[config.mk]
export PLATFORM = sky130hd
export DESIGN_NAME = sseg_scan_ctrl
export DESIGN_NICKNAME = d
export VERILOG_FILES = /design/src/rtl/sseg_scan_ctrl.sv
export SDC_FILE = /design/constraint.sdc
export NUM_CORES = 1
export LEC_CHECK = 0
export ABC_AREA = 1
export BUFFER_PORTS_ARGS = -buffer_cell sky130_fd_sc_hd__buf_2
export CAP_MARGIN = 20
export CORE_ASPECT_RATIO = 2
export CORE_MARGIN = 3
export CORE_UTILIZATION = 40
export CTS_BUF_LIST = sky130_fd_sc_hd__clkbuf_8
export DETAILED_ROUTE_END_ITERATION = 8
export PLACE_DENSITY_LB_ADDON = 0.05
export SLEW_MARGIN = 0
export SYNTH_ARGS = -nofsm -noshare
export SYNTH_HDL_FRONTEND = slang
export SYNTH_SLANG_ARGS = --single-unit
[constraint.sdc]
create_clock -name clk_i -period 3.6 [get_ports clk_i]
set_input_delay 0.72 -clock clk_i [delete_from_list [all_inputs] [get_ports clk_i]]
set_output_delay 0.72 -clock clk_i [all_outputs]
set_load 0.02 [all_outputs]
[src/rtl/sseg_scan_ctrl.sv]
// Multiplexed seven-segment scan controller: time-slices one code/dp bus across
// NUM_DIGITS common-anode digits with blanking, blink, PWM brightness and a dead cycle.
module sseg_scan_ctrl #(
  parameter int unsigned NUM_DIGITS   = 4,
  parameter int unsigned DATA_W       = 5,
  parameter int unsigned REFRESH_LOG2 = 17,
  parameter int unsigned BRIGHT_W     = 3,
  parameter int unsigned BLINK_LOG2   = 5,
  localparam int unsigned IdxW        = (NUM_DIGITS > 1) ? $clog2(NUM_DIGITS) : 1
) (
  input  logic                           clk_i,
  input  logic                           reset_i,
  input  logic [NUM_DIGITS*DATA_W-1:0]   digit_data_i,
  input  logic [NUM_DIGITS-1:0]          dp_in_i,
  input  logic [NUM_DIGITS-1:0]          blank_mask_i,
  input  logic [NUM_DIGITS-1:0]          blink_mask_i,
  input  logic [BRIGHT_W-1:0]            brightness_i,
  input  logic                           disp_en_i,
  output logic [DATA_W-1:0]              data_out_o,
  output logic                           dp_out_o,
  output logic [NUM_DIGITS-1:0]          anode_o,
  output logic [IdxW-1:0]                scan_idx_o
);

  logic [REFRESH_LOG2-1:0] presc_q, presc_d;
  logic [IdxW-1:0]         idx_q, idx_d;
  logic [BLINK_LOG2-1:0]   frame_q, frame_d;
  logic                    init_q;
  logic [DATA_W-1:0]       code_q, code_d;
  logic                    snap_dp_q, snap_dp_d;
  logic                    blank_q, blank_d;
  logic                    blink_q, blink_d;
  logic [BRIGHT_W-1:0]     bright_q, bright_d;
  logic [NUM_DIGITS-1:0]   anode_q, anode_d;
  logic                    dp_out_q, dp_out_d;

  logic                    tc;
  logic                    load;
  logic [BRIGHT_W-1:0]     phase_d;
  logic                    lit_d;

  always_comb begin
    tc      = &presc_q;
    // The first cycle after reset also loads, so slot 0 shows live data.
    load    = tc | init_q;
    presc_d = presc_q + 1'b1;

    idx_d = idx_q;
    if (tc) begin
      idx_d = (idx_q == '0) ? IdxW'(NUM_DIGITS - 1) : idx_q - 1'b1;
    end
    frame_d = (tc && (idx_q == '0)) ? frame_q + 1'b1 : frame_q;

    code_d    = code_q;
    snap_dp_d = snap_dp_q;
    blank_d   = blank_q;
    blink_d   = blink_q;
    bright_d  = bright_q;
    for (int i = 0; i < NUM_DIGITS; i++) begin
      if (load && (idx_d == IdxW'(i))) begin
        code_d    = digit_data_i[i*DATA_W +: DATA_W];
        snap_dp_d = dp_in_i[i];
        blank_d   = blank_mask_i[i];
        blink_d   = blink_mask_i[i];
        bright_d  = brightness_i;
      end
    end

    // Outputs are registered from next-state values so they line up with scan_idx.
    phase_d = presc_d[REFRESH_LOG2-1 -: BRIGHT_W];
    lit_d   = disp_en_i & ~blank_d & ~(blink_d & frame_d[BLINK_LOG2-1]) &
              (presc_d != '0) & (phase_d <= bright_d);

    anode_d = '1;
    for (int i = 0; i < NUM_DIGITS; i++) begin
      if (idx_d == IdxW'(i)) begin
        anode_d[i] = ~lit_d;
      end
    end
    dp_out_d = ~(snap_dp_d & lit_d);
  end

  always_ff @(posedge clk_i or posedge reset_i) begin
    if (reset_i) begin
      presc_q   <= '0;
      idx_q     <= IdxW'(NUM_DIGITS - 1);
      frame_q   <= '0;
      init_q    <= 1'b1;
      code_q    <= '0;
      snap_dp_q <= 1'b0;
      blank_q   <= 1'b0;
      blink_q   <= 1'b0;
      bright_q  <= '0;
      anode_q   <= '1;
      dp_out_q  <= 1'b1;
    end else begin
      presc_q   <= presc_d;
      idx_q     <= idx_d;
      frame_q   <= frame_d;
      init_q    <= 1'b0;
      code_q    <= code_d;
      snap_dp_q <= snap_dp_d;
      blank_q   <= blank_d;
      blink_q   <= blink_d;
      bright_q  <= bright_d;
      anode_q   <= anode_d;
      dp_out_q  <= dp_out_d;
    end
  end

  assign data_out_o = code_q;
  assign dp_out_o   = dp_out_q;
  assign anode_o    = anode_q;
  assign scan_idx_o = idx_q;

endmodule

==> results of run 1 <==
==> registers in the layout, indices dropped and copies added, names as in the netlist <==
name and flops:
anode_o 4, blank_q 1, blink_q 1, bright_q 3, data_out_o 5, dp_out_o 1
frame_q 5, init_q 1, presc_q 17, scan_idx_o 2, snap_dp_q 1
==> final timing paths <==
kind / startpoint / endpoint / slack (ns)
setup / recovery: presc_q[0]$_DFF_PP0_ / anode_o[2]$_DFF_PP1_ / 0.50
hold / removal: presc_q[0]$_DFF_PP0_ / presc_q[0]$_DFF_PP0_ / 0.47
setup reg to reg: presc_q[0]$_DFF_PP0_ / anode_o[2]$_DFF_PP1_ / 0.50
hold reg to reg: presc_q[0]$_DFF_PP0_ / presc_q[0]$_DFF_PP0_ / 0.47
max in group asynchronous: reset_i / init_q$_DFF_PP1_ / 2.70
min in group asynchronous: reset_i / data_out_o[0]$_DFFE_PP0P_ / 0.53
==> through the flow <==
step | instances | hold slack [ns] | total power [W]
3_3_place_gp | 392 | 0.446 | 0.000578
2_1_floorplan | 284 | 0.434 | 0.000539
6_report | 400 | 0.468 | 0.000860
3_5_place_dp | 392 | 0.463 | 0.000579
4_1_cts | 400 | 0.478 | 0.000880
5_1_grt | 400 | 0.484 | 0.000910
==> routing by layer <==
metal | routed length (um) | global-route usage [%] | up-vias
li1 | - | - | 1002
met1 | 1940 | 18.1 | 892
met2 | 3120 | 34.4 | 54
met3 | 300 | 4.00 | 10
met4 | 155 | 8.88 | 0
met5 | 0 | 0 | -
==> cell type report <==
class | instances | area, um2
clock buffers | 5 | 68.8
clock inverters | 3 | 13.8
fillers | 584 | 2820
inverters | 40 | 150
multi-input cells | 199 | 1080
flip-flops and latches | 41 | 1040
well taps | 60 | 75.1
repair buffers | 52 | 268
==> Yosys cell counts (3+ instances only) <==
| library cell | n |
|---|---|
| nand3_2 | 3 |
| nor2_2 | 3 |
| nand2_1 | 78 |
| nand3_1 | 25 |
| inv_1 | 34 |
| nor2_1 | 26 |
| nand2_2 | 5 |
| xor2_1 | 5 |
| xnor2_1 | 7 |
| dfrtp_1 | 33 |
| ha_1 | 8 |
| inv_2 | 4 |
| a31oi_1 | 4 |
| nand4_1 | 4 |
| o21ai_0 | 8 |
| dfstp_2 | 8 |
| o21bai_1 | 4 |
==> worst max-delay path: stages, from the launching register on <==
cell	delay (ns)
dfrtp_1	0.38
ha_1	0.24
nand3_1	0.15
inv_2	0.05
nand2_1	0.16
nor4_4	0.06
and3_1	0.16
ha_1	0.17
nor2_1	0.19
inv_1	0.18
o21ai_0	0.26
ha_1	0.30
a21oi_1	0.14
nand2_1	0.06
a21boi_0	0.19
nand2_2	0.10
nor2_4	0.15
nand3_1	0.08
==> kinds of logic after synthesis <==
| kind of cell | after synthesis | synth area share [%] |
|---|---|---|
| AOI/OAI and AO/OA | 22 | 6.14 |
| xor gates and xnor gates | 13 | 5.27 |
| adders and majority gates | 8 | 4.35 |
| buffers and inverters | 44 | 7.94 |
| DFF | 41 | 45.0 |
| muxes | 1 | 0.489 |
| other | 1 | 0.163 |
| and+or+nand+nor | 154 | 30.6 |
==> power by group through the flow <==
stage | logic, W | registers, W | clock network, W
finish | 0.0000874 | 0.000480 | 0.000292
global route | 0.000101 | 0.000482 | 0.000327
floorplan | 0.0000415 | 0.000498 | 0
CTS | 0.0000902 | 0.000480 | 0.000310
detailed placement | 0.0000898 | 0.000489 | 0
global placement | 0.0000893 | 0.000489 | 0
==> metrics, run 1 <==
Final Cycle Share between 80 and 90%; post-synthesis cell area roughly 2300 um2; clock power share between 30% and 40%; Startpoint Class flop; synth warn 0; most frequent cells in the layout 78 x nand2_1, 49 x buf_2, 35 x inv_1; DR vias between 1500 and 2000; drt pass-1 iters 4; GRT Overall Usage between 10% and 20%; Distinct cells, synth 35; placed cell area approximately 2600 um2; ys flop type dfrtp_1; syn_area_per_cell 8.10 um2; Max clock buf depth 2; ranking of synthesized cells by area dfrtp_1 36%, nand2_1 13%, dfstp_2 9.1%, inv_1 5.5%, nand3_1 5.4%; Layout area overhead 17.1%; post-route ant nets 0; Switch Pwr 0.000216 W; Clock Pin Slew Worst Setup and Hold Paths 0.08 ns; FF-to-FF path depth 17; 1st-iter DRT viols 32; CTS Buf Count 5; PostCTS Resize Cnt 0; PnR worst setup slack roughly 0.5 ns; Avg WL per Cell ~14 um; total wire length ~5500 um; first-pass GRT wire length between 9000 and 10000 um; P_int 0.000644 W; hold path depth 1; Die X about 60 um; core area about 5500 um2; Port Buf Inserts 49; Final Hold Fails 0; Peak supply drop 295 uV; Crit path arrival time around 3.3 ns; CTS tree yes; commonest non-fill, non-tap cell in the layout nand2_1; number of vias per cell 4.90; worst-path maximum fanout 9; sw frac between 20% and 30%; Setup Fix Bufs, Post-CTS 0; Finished Core Util 48.8%; crit path capture type flop; initial core utilization 41.7%; minimum clock period 3.10 ns; Final setup viols 0; # clock sinks 41; Cells after Synth between 200 and 300; gr ovfl total 0; critical path required time 3.83 ns; Pwr per Cell Area 319 nW/um2; Mapped Nets 330; HP Class reg -> reg; max_cap viols 0; largest net degree at the start of global routing 42; pre-CTS setup slack 0.453 ns; top-level port count 50; ys async rst share 100%; RSZ-0062 raised after global routing false; Worst Tran Pin Value 0.515 ns; die area 6750 um2; Root Driver clkbuf_8; Seq cells post-synth 41; outcome finished, final reports clean; part of the power in registers 55.8%; routability cong. a little under 0.8; number of flops mapped to enable cells by yosys 0; Seq/Total Area, Yosys 45.0%; Fmax achieved between 300 and 400 MHz; initial antenna violation count 0; Rel. slew slack 65.7%; vias in the first global route approximately 2000; Design Area, Final about 2700 um2; area leader, netlist dfrtp_1; clk_lat worst skew approximately 0.31 ns; Setup Crit Path Kind reg -> reg; row count 38; Die H ~110 um; nets 385; Pleak roughly 1.5 nW; Slew Viols, Final 0; Clock Skew between 0.009 and 0.01 ns; Synth top area share between 30% and 40%; drc violations 0; Hold-fix buffers, CTS 0; H-Tree Level Count 2; proportion of layout cells with a drive suffix above 1 roughly a quarter; Setup TNS 0 ns; post-detail-place hpwl ~4500 um; ANT cells 0; combinational share of power 10.2%
No activity file was read; power rests on OpenSTA's default activity.
==> inputs of run 2 (changes only) <==
--- a/config.mk
+++ b/config.mk
@@ -6,13 +6,13 @@
 export NUM_CORES = 1
 export LEC_CHECK = 0
 export ABC_AREA = 1
-export BUFFER_PORTS_ARGS = -buffer_cell sky130_fd_sc_hd__buf_2
 export CAP_MARGIN = 20
 export CORE_ASPECT_RATIO = 2
 export CORE_MARGIN = 3
 export CORE_UTILIZATION = 40
 export CTS_BUF_LIST = sky130_fd_sc_hd__clkbuf_8
 export DETAILED_ROUTE_END_ITERATION = 8
+export DONT_BUFFER_PORTS = 1
 export PLACE_DENSITY_LB_ADDON = 0.05
 export SLEW_MARGIN = 0
 export SYNTH_ARGS = -nofsm -noshare
==> run 2 against run 1 <==
Net effect:
- flip-flop and latch count stayed put
- via count is 9.0% lower
- clock power is 24% higher
- combinational power is 41% lower
- utilization is 4.1 points lower
- fmax is 1.2% lower
- power is 5.1% higher
- die area stayed put
- sequential power is 2% higher
- register-to-register slack worse by 0.04 ns
- cell area is 8.5% lower
- critical path type unchanged
- highest routed layer unchanged
==> metrics, run 2 (synthesis results as in run 1) <==
outcome finished, final reports clean (unchanged); CTS Buf Count 5 (unchanged); most frequent cells in the layout 78 x nand2_1, 34 x inv_1, 33 x dfrtp_1 (was 78 x nand2_1, 49 x buf_2, 35 x inv_1); Layout area overhead 7.18% (was 17.1%); Largest stage delay, worst path 0.38 ns (about the same); DR vias 1781 (was 1958); minimum clock period 3.14 ns (was 3.10 ns); # clock sinks 41 (unchanged); R2R Setup Slk 0.46 ns (was 0.50 ns); crit-path cells ha_1, nand3_1, inv_2, nand2_1, nor4_4, and3_1, ha_1, nor2_1, inv_1, o21ai_0, ha_1, a21oi_1, nand2_1, a21boi_0, nand2_2, nor2_4, nand3_1 (unchanged); Setup Crit Path Kind reg -> reg (unchanged); Pwr per Cell Area 367 nW/um2 (was 319 nW/um2); post-detail-place hpwl 4250 um (was 4460 um); 1st-iter DRT viols 33 (was 32); Reg-to-Reg Start presc_q[0]$_DFF_PP0_ (unchanged); Hold-fix buffers, CTS 0 (unchanged); H-Tree Level Count 2 (unchanged); total wire length 5220 um (was 5510 um); Max clock buf depth 2 (unchanged); critical path required time 3.83 ns (about the same); row count 38 (unchanged); Final Cycle Share 87.2% (was 86.2%); Final Hold Fails 0 (unchanged); Pleak 1.30 nW (was 1.49 nW); Setup TNS 0 ns (unchanged); Setup Fix Bufs, Post-CTS 0 (unchanged); HP Class in -> async (was reg -> reg); Final setup viols 0 (unchanged); FF-to-FF End anode_o[1]$_DFF_PP1_ (was anode_o[2]$_DFF_PP1_); nets 335 (was 385); number of vias per cell 5.09 (was 4.90); cell mode on critical path ha_1 (unchanged); Avg WL per Cell 14.9 um (was 13.8 um); CTS tree yes (unchanged); max_cap viols 0 (unchanged); FF-to-FF path depth 17 (unchanged); PostCTS Resize Cnt 0 (unchanged); post-route ant nets 0 (unchanged); drc violations 0 (unchanged); Root Driver clkbuf_8 (unchanged); first-pass GRT wire length 8250 um (was 9140 um); Largest register FFs 17 (unchanged); core area 5520 um2 (unchanged); Port Buf Inserts 0 (was 49); initial antenna violation count 0 (unchanged); Die X 59.6 um (unchanged); GRT Overall Usage 16.8% (was 18.4%); slowest CP cell dfrtp_1 (unchanged); commonest non-fill, non-tap cell in the layout nand2_1 (unchanged); RSZ-0062 raised after global routing false (unchanged); FF/Latch Area 1040 um2 (unchanged); Peak supply drop 242 uV (was 295 uV); die area 6750 um2 (unchanged); Clock Skew 0.0132 ns (was 0.00900 ns); Startpoint Class flop (unchanged); Die H 113 um (unchanged); vias in the first global route 1858 (was 2031); clk_lat worst skew 0.30 ns (was 0.31 ns); top-level port count 50 (unchanged); initial core utilization 41.7% (unchanged); Fill cells 566 (was 584); Hold WS 0.416 ns (was 0.468 ns); Largest Register presc_q (unchanged); routability cong. 0.867 (was 0.773); Rel. slew slack 65.1% (was 65.7%); crit path capture type flop (unchanged); Clock Pin Slew Worst Setup and Hold Paths 0.08 ns (about the same); Slew Viols, Final 0 (unchanged); proportion of layout cells with a drive suffix above 1 13.4% (was 26.2%); Crit path arrival time 3.37 ns (was 3.33 ns); ANT cells 0 (unchanged); Fmax achieved 318 MHz (was 322 MHz); gr ovfl total 0 (unchanged); area occupied by multi-input gates 1080 um2 (unchanged); worst-path maximum fanout 9 (unchanged); largest net degree at the start of global routing 42 (unchanged); drt pass-1 iters 4 (unchanged); Worst Tran Pin Value 0.524 ns (was 0.515 ns)
==> run 2: cell types whose count changed in the layout (fill, tap and decap cells not counted), sizes merged <==
cell | before | now
buf | 52 | 2
inv | 39 | 38
bufinv | 0 | 1
==> run 2: power by group <==
group          internal, W  switching, W  total (W)
sequential        0.000476     0.0000145   0.000490
clock             0.000203      0.000159   0.000362
combinational    0.0000183     0.0000335  0.0000518
==> run 2: through the flow <==
step                util [%]  area (um2)  power [W]  instances  worst slack [ns]
floorplan                  -        2300   0.000539        284             0.651
global placement        42.8        2360   0.000553        342             0.436
detailed placement      42.8        2360   0.000554        342             0.415
CTS                     44.7        2470   0.000925        350             0.414
global route            44.7        2470   0.000946        350            0.0520
finish                  44.7        2470   0.000904        350             0.459
==> run 2: how the worst max path moves through the flow <==
stage | start | endpoint | cells past startpoint
5_1_grt | presc_q[0]$_DFF_PP0_ | anode_o[2]$_DFF_PP1_ | 18
6_report | presc_q[0]$_DFF_PP0_ | anode_o[1]$_DFF_PP1_ | 17
2_1_floorplan | presc_q[0]$_DFF_PP0_ | anode_o[2]$_DFF_PP1_ | 18
3_3_place_gp | presc_q[0]$_DFF_PP0_ | anode_o[2]$_DFF_PP1_ | 17
3_5_place_dp | presc_q[0]$_DFF_PP0_ | anode_o[2]$_DFF_PP1_ | 17
4_1_cts | presc_q[0]$_DFF_PP0_ | anode_o[2]$_DFF_PP1_ | 17
==> run 2: layer usage <==
metal | vias up | GRT usage (%) | part of all wire [%]
li1 | 898 | - | -
met1 | 813 | 14.8 | 32
met2 | 54 | 32.1 | 58
met3 | 16 | 3.54 | 6.3
met4 | 0 | 10.2 | 4.3
met5 | - | 0 | 0
==> run 2: area by class of cell <==
cell class	instances	share of cell area [%]
Multi-Input combinational cell	199	43.9
Sequential cell	41	42.0
Inverter	40	6.09
Tap cell	60	3.04
Clock buffer	5	2.79
Clock inverter	3	1.57
Timing Repair Buffer	2	0.609
==> run 2: worst max-delay path: cells and delay by family, from the launching register on <==
family / cells / cell delay, ns
DFF: 1 / 0.38
AOI/OAI and AO/OA: 3 / 0.61
and+or+nand+nor: 9 / 1.12
adders and majority gates: 3 / 0.72
buffers and inverters: 2 / 0.25
==> inputs of run 3 (changes only) <==
--- a/config.mk
+++ b/config.mk
@@ -10,7 +10,6 @@
 export CORE_ASPECT_RATIO = 2
 export CORE_MARGIN = 3
 export CORE_UTILIZATION = 40
-export CTS_BUF_LIST = sky130_fd_sc_hd__clkbuf_8
 export DETAILED_ROUTE_END_ITERATION = 8
 export DONT_BUFFER_PORTS = 1
 export PLACE_DENSITY_LB_ADDON = 0.05
==> constraint.sdc (replaced) <==
create_clock -name clk_i -period 3.6 [get_ports clk_i]
set_input_delay 0.72 -clock clk_i [delete_from_list [all_inputs] [get_ports clk_i]]
set_output_delay 0.72 -clock clk_i [all_outputs]
set_load 0.005 [all_outputs]
==> run 3 against run 2 <==
Net effect:
- critical path type unchanged
- clock power about the same
- cell count did not move
- non-clock buffer count unchanged
- utilization stayed put
- routed wire length hardly changed
- register-to-register slack hardly changed
- via count did not move
- die area unchanged
- count of clock-buffer cells in the layout increased by 1
- sequential power shrank 2%
- critical endpoint unchanged
- sequential share of layout area is the same
- combinational power is essentially flat
==> metrics, run 3 (synthesis results as in run 1) <==
outcome finished, final reports clean (unchanged); Pleak 1.30 nW (about the same); part of the power in registers 53.7% (was 54.2%); top-level port count 50 (unchanged); die area 6750 um2 (unchanged); HP Class in -> async (unchanged); Final Cycle Share 87.2% (unchanged); Largest Register presc_q (unchanged); gr ovfl total 0 (unchanged); DR vias 1781 (unchanged); CTS tree yes (unchanged); Setup TNS 0 ns (unchanged); sw frac 22.1% (was 22.9%); CTS Buf Count 5 (unchanged); Peak supply drop 242 uV (about the same); initial core utilization 41.7% (unchanged); number of vias per cell 5.09 (unchanged); Setup Fix Bufs, Post-CTS 0 (unchanged); core area 5520 um2 (unchanged); Crit path arrival time 3.37 ns (about the same); post-detail-place hpwl 4250 um (unchanged); Port Buf Inserts 0 (unchanged); critical path required time 3.83 ns (about the same); Switch Pwr 0.000199 W (was 0.000207 W); GRT Overall Usage 16.8% (unchanged); PostCTS Resize Cnt 0 (unchanged); ANT cells 0 (unchanged); total wire length 5220 um (about the same); Worst Tran Pin Value 0.524 ns (unchanged); # clock sinks 41 (unchanged); nets 335 (unchanged); clk_lat worst skew 0.30 ns (about the same); Setup Crit Path Kind reg -> reg (unchanged); drc violations 0 (unchanged); Pwr per Cell Area 364 nW/um2 (was 367 nW/um2); proportion of layout cells with a drive suffix above 1 13.4% (unchanged); row count 38 (unchanged); most frequent cells in the layout 78 x nand2_1, 33 x inv_1, 33 x dfrtp_1 (was 78 x nand2_1, 34 x inv_1, 33 x dfrtp_1); worst-path maximum fanout 9 (unchanged); clock power share 40.6% (was 40.0%); Clock Pin Slew Worst Setup and Hold Paths 0.08 ns (about the same); crit path capture type flop (unchanged); Hold-fix buffers, CTS 0 (unchanged); PnR worst setup slack 0.459 ns (unchanged); drt pass-1 iters 4 (unchanged); Max clock buf depth 2 (unchanged); Clock Skew 0.0129 ns (was 0.0132 ns); max_cap viols 0 (unchanged); commonest non-fill, non-tap cell in the layout nand2_1 (unchanged); vias in the first global route 1858 (unchanged); minimum clock period 3.14 ns (unchanged); combinational share of power 5.8% (was 5.7%); Final setup viols 0 (unchanged); Final Hold Fails 0 (unchanged); RSZ-0062 raised after global routing false (unchanged); largest net degree at the start of global routing 42 (unchanged); FF-to-FF path depth 17 (unchanged); Root Driver clkbuf_8 (unchanged); Avg WL per Cell 14.9 um (about the same); Die H 113 um (unchanged); routability cong. 0.867 (unchanged); Fmax achieved 318 MHz (unchanged); Die X 59.6 um (unchanged); pre-CTS setup slack 0.415 ns (unchanged); P_int 0.000700 W (was 0.000697 W); Startpoint Class flop (unchanged); Rel. slew slack 65.1% (unchanged); Largest register FFs 17 (unchanged); Fill cells 566 (unchanged); post-route ant nets 0 (unchanged); first-pass GRT wire length 8250 um (unchanged); Slew Viols, Final 0 (unchanged); H-Tree Level Count 2 (unchanged); 1st-iter DRT viols 33 (unchanged); Layout area overhead 7.18% (unchanged); initial antenna violation count 0 (unchanged)
-- run 3: cell type report --
class	instances	area (um2)	share of cell area, %
Tap cell	60	75.1	3.04
Clock inverter	2	35.0	1.42
Inverter	40	150	6.09
Sequential cell	41	1040	42.0
Timing Repair Buffer	2	15.0	0.609
Multi-Input combinational cell	199	1080	43.9
Clock buffer	6	72.6	2.94
-- run 3: worst max-delay path, cell delays in order, from the launching register on --
cell	delay, ns
dfrtp_1	0.38
ha_1	0.24
nand3_1	0.15
inv_2	0.05
nand2_1	0.16
nor4_4	0.06
and3_1	0.16
ha_1	0.18
nor2_1	0.20
inv_1	0.20
o21ai_0	0.27
ha_1	0.30
a21oi_1	0.14
nand2_1	0.06
a21boi_0	0.20
nand2_2	0.09
nor2_4	0.15
nand3_1	0.09
-- run 3: path summary, 6_finish.rpt --
kind / start / endpoint / slack, ns
worst max-delay path: presc_q[0]$_DFF_PP0_ / anode_o[1]$_DFF_PP1_ / 0.46
worst min-delay path: reset_i / frame_q[0]$_DFFE_PP0P_ / 0.42
worst max register to register: presc_q[0]$_DFF_PP0_ / anode_o[1]$_DFF_PP1_ / 0.46
worst min register to register: presc_q[0]$_DFF_PP0_ / presc_q[0]$_DFF_PP0_ / 0.46
max in group asynchronous: reset_i / init_q$_DFF_PP1_ / 2.80
min in group clk_i: presc_q[0]$_DFF_PP0_ / presc_q[0]$_DFF_PP0_ / 0.46
-- run 3: power by group through the flow --
stage | combinational, W | sequential (W) | clock [W]
2_1_floorplan | 0.0000415 | 0.000489 | 0
3_3_place_gp | 0.0000536 | 0.000491 | 0
3_5_place_dp | 0.0000541 | 0.000491 | 0
4_1_cts | 0.0000541 | 0.000483 | 0.000383
5_1_grt | 0.0000609 | 0.000484 | 0.000396
6_report | 0.0000518 | 0.000482 | 0.000364
-- run 3: metal layers --
metal  part of all wire [%]  global-route usage [%]
met5                      0                       0
met1                     32                    14.8
met3                    6.3                    3.54
met2                     58                    32.1
met4                    4.3                    10.2
-- run 3: through the flow --
| stage | utilization, % | instances | total power [W] | area (um2) | hold WS, ns |
|---|---|---|---|---|---|
| after global routing | 44.7 | 350 | 0.000941 | 2470 | 0.464 |
| final | 44.7 | 350 | 0.000898 | 2470 | 0.416 |
| after floorplan | - | 284 | 0.000531 | 2300 | 0.434 |
| after detailed placement | 42.8 | 342 | 0.000545 | 2360 | 0.461 |
| after CTS | 44.7 | 350 | 0.000920 | 2470 | 0.431 |
| after global placement | 42.8 | 342 | 0.000545 | 2360 | 0.452 |
